===== config.mk =====
export PLATFORM = sky130hd
export DESIGN_NAME = unpack_rd_data
export DESIGN_NICKNAME = d
export VERILOG_FILES = /design/src/rtl/ddr_pkg.sv /design/src/rtl/unpack_rd_data.sv
export SDC_FILE = /design/constraint.sdc
export NUM_CORES = 1
export LEC_CHECK = 0
export ABC_AREA = 1
export BUFFER_PORTS_ARGS = -buffer_cell sky130_fd_sc_hd__buf_2
export CAP_MARGIN = 20
export CORE_UTILIZATION = 40
export DETAILED_ROUTE_END_ITERATION = 8
export HOLD_SLACK_MARGIN = 0.03
export SLEW_MARGIN = 10
export SYNTH_ARGS = -nofsm -noshare
export SYNTH_HDL_FRONTEND = slang
export SYNTH_SLANG_ARGS = --single-unit
export TNS_END_PERCENT = 10

===== constraint.sdc =====
create_clock -name clk_in -period 1.9 [get_ports clk_in]
set_input_delay 0.285 -clock clk_in [delete_from_list [all_inputs] [get_ports clk_in]]
set_output_delay 0.285 -clock clk_in [all_outputs]
set_load 0.01 [all_outputs]

===== src/rtl/ddr_pkg.sv =====
// ---------------------------------------------------------------------------
// ddr_pkg
//   Shared DDR word / pixel geometry for the frame-buffer write packer
//   (build_wr_data) and the read unpacker (unpack_rd_data). Both sides take
//   their widths from here, so pack and unpack widths cannot diverge.
//   Contents:
//     DDR_WORD_W       width of one DRAM word
//     PIXEL_W          width of one pixel
//     PIXELS_PER_WORD  pixels carried by one DRAM word
//     ddr_word_t       one DRAM word
//     pixel_t          one pixel
// ---------------------------------------------------------------------------
package ddr_pkg;

    localparam int DDR_WORD_W      = 128;
    localparam int PIXEL_W         = 16;
    localparam int PIXELS_PER_WORD = DDR_WORD_W / PIXEL_W;

    typedef logic [DDR_WORD_W-1:0] ddr_word_t;
    typedef logic [PIXEL_W-1:0]    pixel_t;

endpackage : ddr_pkg


===== src/rtl/unpack_rd_data.sv =====
// ---------------------------------------------------------------------------
// unpack_rd_data
//   Splits DRAM read words into a pixel stream, one pixel per clock. Pixel 0
//   of a word is data_in[OUT_W-1:0], mirroring the write packer so a
//   write/read round trip preserves pixel order. A one-word prefetch slot (B)
//   behind the active word (A) keeps the output gap-free across word
//   boundaries. All outputs come from registers; ready_in additionally
//   depends on the reset pin so nothing is accepted while held in reset.
//
//   Ports:
//     clk_in     in   clock, all state updates on posedge
//     rst_in     in   asynchronous reset, active low
//     valid_in   in   data_in holds a word
//     ready_in   out  a word can be taken this cycle
//     data_in    in   memory word, pixel k at [k*OUT_W +: OUT_W]
//     valid_out  out  data_out holds a pixel
//     ready_out  in   downstream takes the pixel this cycle
//     data_out   out  current pixel
//     last_out   out  final pixel of the current word
// ---------------------------------------------------------------------------
module unpack_rd_data
    import ddr_pkg::*;
#(
    parameter int IN_W  = DDR_WORD_W,
    parameter int OUT_W = PIXEL_W
) (
    input  logic             clk_in,
    input  logic             rst_in,
    input  logic             valid_in,
    output logic             ready_in,
    input  logic [IN_W-1:0]  data_in,
    output logic             valid_out,
    input  logic             ready_out,
    output logic [OUT_W-1:0] data_out,
    output logic             last_out
);

    localparam int N     = IN_W / OUT_W;
    localparam int IDX_W = (N > 1) ? $clog2(N) : 1;

    if ((IN_W % OUT_W) != 0) begin : g_width_check
        $error("unpack_rd_data: IN_W must be a multiple of OUT_W");
    end

    logic [IN_W-1:0]  a_q, a_d;
    logic             a_vld_q, a_vld_d;
    logic [IN_W-1:0]  b_q, b_d;
    logic             b_vld_q, b_vld_d;
    logic [IDX_W-1:0] idx_q, idx_d;

    logic accept;
    logic pop;
    logic is_last;

    always_comb begin
        ready_in  = rst_in & ~b_vld_q;
        accept    = valid_in & ready_in;
        valid_out = a_vld_q;
        is_last   = (idx_q == IDX_W'(N - 1));
        last_out  = a_vld_q & is_last;
        pop       = a_vld_q & ready_out;
        data_out  = a_q[idx_q*OUT_W +: OUT_W];

        a_d     = a_q;
        a_vld_d = a_vld_q;
        b_d     = b_q;
        b_vld_d = b_vld_q;
        idx_d   = idx_q;

        if (!a_vld_q) begin
            // B is never occupied while A is empty, so a new word goes straight to A.
            if (accept) begin
                a_d     = data_in;
                a_vld_d = 1'b1;
                idx_d   = '0;
            end
        end else if (pop && !is_last) begin
            idx_d = idx_q + IDX_W'(1);
            if (accept) begin
                b_d     = data_in;
                b_vld_d = 1'b1;
            end
        end else if (pop) begin
            // Word finished: refill A from B, else from the input (no bubble),
            // else go idle. ready_in is low whenever B is full, so the
            // B-refill branch never coincides with an accept.
            idx_d = '0;
            if (b_vld_q) begin
                a_d     = b_q;
                b_vld_d = 1'b0;
            end else if (accept) begin
                a_d = data_in;
            end else begin
                a_vld_d = 1'b0;
            end
        end else if (accept) begin
            b_d     = data_in;
            b_vld_d = 1'b1;
        end
    end

    always_ff @(posedge clk_in or negedge rst_in) begin
        if (!rst_in) begin
            a_q     <= '0;
            a_vld_q <= 1'b0;
            b_q     <= '0;
            b_vld_q <= 1'b0;
            idx_q   <= '0;
        end else begin
            a_q     <= a_d;
            a_vld_q <= a_vld_d;
            b_q     <= b_d;
            b_vld_q <= b_vld_d;
            idx_q   <= idx_d;
        end
    end

endmodule : unpack_rd_data


=== After elaboration in Yosys (flattened, before gate mapping) ===
Cells that the tools add are included.

* Bits of input ports: 132
* Logic and storage cells: 43
* Register bits after elaboration: 261
* Output and inout port bits: 19

* Add/sub/neg operators: 1
* Multiplexer cells: 20
* Reductions and logical operators: 6
* Bitwise operators: 5
* Eq/ne operators: 5
* Shift-type cells: 1

{| class="wikitable"
|+ Operators with widths
! kind !! count
|-
| 2-to-1 mux 128 bit || 8
|-
| indexed part select 128 x 8 -> 16 bit || 1
|-
| 2-to-1 mux 3 bit || 4
|-
| 2-to-1 mux 1 bit || 8
|-
| AND reduction 2 bit || 3
|-
| bitwise AND 1 bit || 4
|-
| != test 2 x 1 -> 1 bit, second input constant || 2
|-
| adder 3 x 1 -> 3 bit, second input constant || 1
|-
| equality test 3 bit, second input constant || 1
|-
| != test 3 x 1 -> 1 bit, second input constant || 1
|-
| != test 2 bit, second input constant || 1
|-
| nonzero test 2 bit || 1
|-
| logical AND 1 bit || 1
|-
| logical NOT 1 bit || 1
|-
| NOT 1 bit || 1
|}

=== Longest topological paths before layout ===
* Word-level depth: 8
* Depth in mapped cells: 9
* Depth with buffers taken out: 7

=== Least setup slack after synthesis ===
Ideal clock, no wire load.

* Path type: reg2reg
* Start point: register idx_q[0]
* End point: register b_q[100]
* Setup time: 126 ps
* Path slack: 286 ps
* Arrival: 1489 ps
* Period minus slack after synthesis: 1614 ps
* Cell stages (with the launch flop): 9
* Cell sequence: dfrtp_1 ha_1 ha_1 nand2_1 nand2_2 nor2_4 buf_4 buf_2 o21ai_0

* Word-level cells in the longest chain between the ends: 5

{| class="wikitable"
|+ Ends and longest elaborated chain
! item !! line !! RTL
|-
| start, declared || unpack_rd_data.sv:49 || <nowiki>logic [IDX_W-1:0] idx_q, idx_d;</nowiki>
|-
| start signal, assigned || unpack_rd_data.sv:114 || <nowiki>idx_q <= idx_d;</nowiki>
|-
| equality test 3 bit (*) || unpack_rd_data.sv:59 || <nowiki>is_last = (idx_q == IDX_W'(N - 1));</nowiki>
|-
| logical NOT 1 bit (*) || unpack_rd_data.sv:77 || <nowiki>end else if (pop && !is_last) begin</nowiki>
|-
| logical AND 1 bit (*) || unpack_rd_data.sv:77 ||
|-
| != test 2 x 1 -> 1 bit (no line) || - ||
|-
| AND reduction 2 bit (no line) || - ||
|-
| end signal, assigned || unpack_rd_data.sv:106 || <nowiki>b_q <= '0;</nowiki>
|-
| end signal, assigned || unpack_rd_data.sv:112 || <nowiki>b_q <= b_d;</nowiki>
|-
| end, declared || unpack_rd_data.sv:47 || <nowiki>logic [IN_W-1:0] b_q, b_d;</nowiki>
|}

Every way passes the cells marked *; elsewhere a longest branch is shown, timed or not.
A chain may end at the register's enable or synchronous reset.

=== Final worst setup path ===
* Start point: register idx_q[0]
* End point: output port data_out[1]

* Word-level cells in the longest chain between the ends: 1

{| class="wikitable"
|+ Ends and longest elaborated chain
! item !! line !! RTL
|-
| indexed part select 128 x 8 -> 16 bit || unpack_rd_data.sv:62 || <nowiki>data_out = a_q[idx_q*OUT_W +: OUT_W];</nowiki>
|-
| end, declared || unpack_rd_data.sv:34 || <nowiki>output logic [OUT_W-1:0] data_out,</nowiki>
|}

Every way passes these cells.

==> results.sh <==
export IMPL_worst_pin_slew_ns=0.683
export IMPL_drt_iter0_drc=1188
export IMPL_cts_inserted_buffers=30
export IMPL_hpwl_um=27300
export IMPL_finalHoldViolCount=0
export IMPL_worstHoldStart="ready_out"
export IMPL_ys_warnings_count=0
export IMPL_postSynthCellCount=1985
export IMPL_result_of_the_run="finished, violations left"
export IMPL_setup_worst_path_class="register to output pin"
export IMPL_cts_clk_slew_worst_paths_ns=0.06
export IMPL_report_final_setup_viol=104
export IMPL_routedWlPerCell_um=16.7
export IMPL_post_synth_top_area_cell="dfrtp_1"
export IMPL_antennaDiodeCount=0
export IMPL_regToRegSetupSlack_ns=-0.07
export IMPL_min_delay_worst_type="primary input to register"
export IMPL_net_switching_power_mw=13.0
export IMPL_post_route_min_period_ns=2.20
export IMPL_ys_top_cells_by_area="dfrtp_1 46%, nand2_1 19%, inv_1 10%, nand3_1 7.0%, nand4_1 5.7%"
export IMPL_wirelength_um=45400
export IMPL_gpl_final_weighted_congestion=0.865
export IMPL_synth_most_common_cell="nand2_1"
export IMPL_area_growth_pct=38.1
export IMPL_timing_rr_start="idx_q[0]"
export IMPL_grt_antenna_before_repair=0
export IMPL_fp_dieArea_um2=36000
export IMPL_fp_dieW_um=190
export IMPL_cp_data_arrival_time_ns=1.91
export IMPL_floorplan_io_pins=151
export IMPL_cts_htree_levels=1
export IMPL_depth_of_the_worst_register_to_register_path=12
export IMPL_share_of_the_synthesized_area_in_the_top_cell_type_pct=46.3
export IMPL_root_buffer="clkbuf_16"
export IMPL_drt_first_pass_iters=6
export IMPL_fp_row_count=68
export IMPL_netlist_cell_type_count=19
export IMPL_postRouteAntennaNets=0
export IMPL_dominantRegCellSynth="dfrtp_1"
export IMPL_synth_edff_count=0
export IMPL_clock_power_share_pct=18.3
export IMPL_max_cap_violations=0
export IMPL_fp_dieH_um=190
export IMPL_failed_checks="setup timing"
export IMPL_postLayoutCoreUtil_pct=56.2
export IMPL_insertion_delay_ns=0.55
export IMPL_fin_tns_setup_ns=-6.94
export IMPL_endpoint_kind="output pin"
export IMPL_netlist_top_cells_count="731 x nand2_1, 390 x inv_1, 261 x dfrtp_1"
export IMPL_place_worst_setup_slack_ns=-0.0822
export IMPL_internal_power_mw=17.9
export IMPL_placed_cells_incl_taps=2501
export IMPL_worstSetupStartpoint="idx_q[0]"
export IMPL_cts_num_sinks=261
export IMPL_grt_first_pass_wirelength_um=68000
export IMPL_route_detailed_drc=0
export IMPL_critPathMaxFanout=19
export IMPL_static_leakage_power_nw=10.3
export IMPL_max_freq_ghz=0.455
export IMPL_fraction_of_final_layout_cells_with_drive_strength_greater_than_1_pct=21.5
export IMPL_cp_required_ns=1.62
export IMPL_layout_nets=2377
export IMPL_mappedNetlistNets=2119
export IMPL_grt_overflow_total=0
export IMPL_relSlewSlack_pct=54.5
export IMPL_initial_core_utilization_pct=40.7
export IMPL_ir_drop_uv=1310
export IMPL_stdcell_count=2716
export IMPL_ys_ff_latch=261
export IMPL_detail_route_vias_per_cell=5.02
export IMPL_crit_path_start_kind="register"
export IMPL_async_reset_ff_share_pct=100
export IMPL_power_share_sequential_pct=31.4
export IMPL_place_port_buffers=150
export IMPL_grtUsageTotal_pct=23.5
export IMPL_postSynthAreaPerCell_um2=7.10
export IMPL_grt_max_degree=69
export IMPL_grt_pass1_vias=12800
export IMPL_timing_final_max_slew_violations=0
export IMPL_num_vias=13600
export IMPL_switching_share_pct=42.1
export IMPL_synth_sequential_area_ratio_pct=46.3
export IMPL_comb_power_share_pct=50.3
export IMPL_power_density_cell_area_nw_per_um2=1590
export IMPL_cts_tree="built"
export IMPL_post_route_worst_setup_slack_ns=-0.299
export IMPL_final_min_period_over_clock_period_pct=116
export IMPL_clock_skew_final_ns=0.00967
export IMPL_core_region_area_um2=34600
export IMPL_worst_r2r_endpoint="b_q[91]"
export IMPL_clockBufferDepth=3
export IMPL_synthesis_area_um2=14100
export IMPL_crit_end="data_out[1]"
export IMPL_rsz0062_at_grt="yes"
==> power groups by stage <==
stage                     clock network [mW]  logic (mW)  registers [mW]
after global routing                    5.99        17.0            9.96
after floorplan                            0        8.09            9.21
after global placement                     0        11.1            9.69
final                                   5.66        15.5            9.68
after detailed placement                   0        11.2            9.69
after CTS                               5.77        13.3            9.66
==> cell usage in the layout (no fill, tap or decap), types with 3 or more instances in the layout <==
master | Yosys | layout
clkbuf_16 | 0 | 47
nand3_1 | 197 | 141
nand2_1 | 731 | 607
buf_4 | 34 | 15
nand3_4 | 0 | 25
buf_12 | 0 | 27
clkbuf_8 | 0 | 9
o21ai_0 | 30 | 15
nor2_1 | 5 | 4
nand2_2 | 2 | 99
nand3_2 | 1 | 32
clkinv_2 | 0 | 3
dlygate4sd3_1 | 0 | 129
o21ai_1 | 98 | 100
nand4_1 | 128 | 128
dfrtp_1 | 261 | 258
buf_6 | 15 | 26
buf_8 | 0 | 9
buf_16 | 0 | 7
nand2_4 | 0 | 27
clkbuf_1 | 18 | 7
o21ai_2 | 0 | 13
inv_1 | 390 | 386
buf_2 | 68 | 132
==> stage by stage <==
| stage | total power [mW] | instance area, um^2 | hold WS, ns |
|---|---|---|---|
| 2_1_floorplan | 17.3 | 14100 | -0.0106 |
| 3_3_place_gp | 20.8 | 15200 | 0.143 |
| 3_5_place_dp | 20.9 | 15200 | 0.142 |
| 4_1_cts | 28.7 | 18200 | 0.130 |
| 5_1_grt | 32.9 | 19500 | 0.129 |
| 6_report | 30.9 | 19500 | 0.142 |
==> timing repair <==
action | 4_1_cts | 5_1_grt
endpoints found under the hold margin | 159 | 0
resized for setup | 152 | 198
hold buffers | 129 | 0
setup buffers | 2 | 9
gates cloned | 5 | 20
pin swaps | 27 | 41
endpoints found under the setup margin | 113 | 202
==> area by class of cell <==
cell class	count	area (um^2)
multi-input cells	1195	6240
repair buffers	362	3640
fillers	3114	15200
flip-flops and latches	261	6540
repair inverters	2	23.8
clock inverters	4	45.0
inverters	391	1500
well taps	455	569
clock buffers	46	912
==> cells by family (layout without fill, tap and decap cells) <==
| logic type | count (synthesis) | in the layout | share of synthesized area, % |
|---|---|---|---|
| compound gates | 128 | 128 | 4.55 |
| simple gates | 1065 | 1065 | 32.5 |
| flops | 261 | 261 | 46.3 |
| fa+ha+maj | 2 | 2 | 0.178 |
| buf+inv | 529 | 805 | 16.4 |
==> layer usage <==
| layer | vias up | wire length (um) | global-route usage (%) |
|---|---|---|---|
| li1 | 6601 | - | - |
| met1 | 6506 | 20700 | 34.2 |
| met2 | 454 | 20700 | 35.8 |
| met3 | 79 | 2710 | 2.90 |
| met4 | 0 | 1300 | 8.37 |
| met5 | - | 0 | 0 |
==> registers in the layout (all words and copies together) (netlist names) <==
register,cells
a_q,128
b_q,128
b_vld_q,1
idx_q,3
valid_out,1
==> critical path: stages, from the launching register on <==
cell and delay, ns:
dfrtp_2 0.45, buf_6 0.16, buf_12 0.15, nand2_1 0.15, nand3_4 0.10, nand2_2 0.11, nand2_2 0.07, nand2_4 0.08
buf_6 0.10
==> worst min-delay path by stage <==
stage,to,depth (start not counted)
2_1_floorplan,a_q[0],0
3_3_place_gp,a_q[106],1
3_5_place_dp,valid_out,1
4_1_cts,b_vld_q,4
5_1_grt,b_vld_q,4
6_report,b_vld_q,4
No activity file was read; power rests on OpenSTA's default activity.
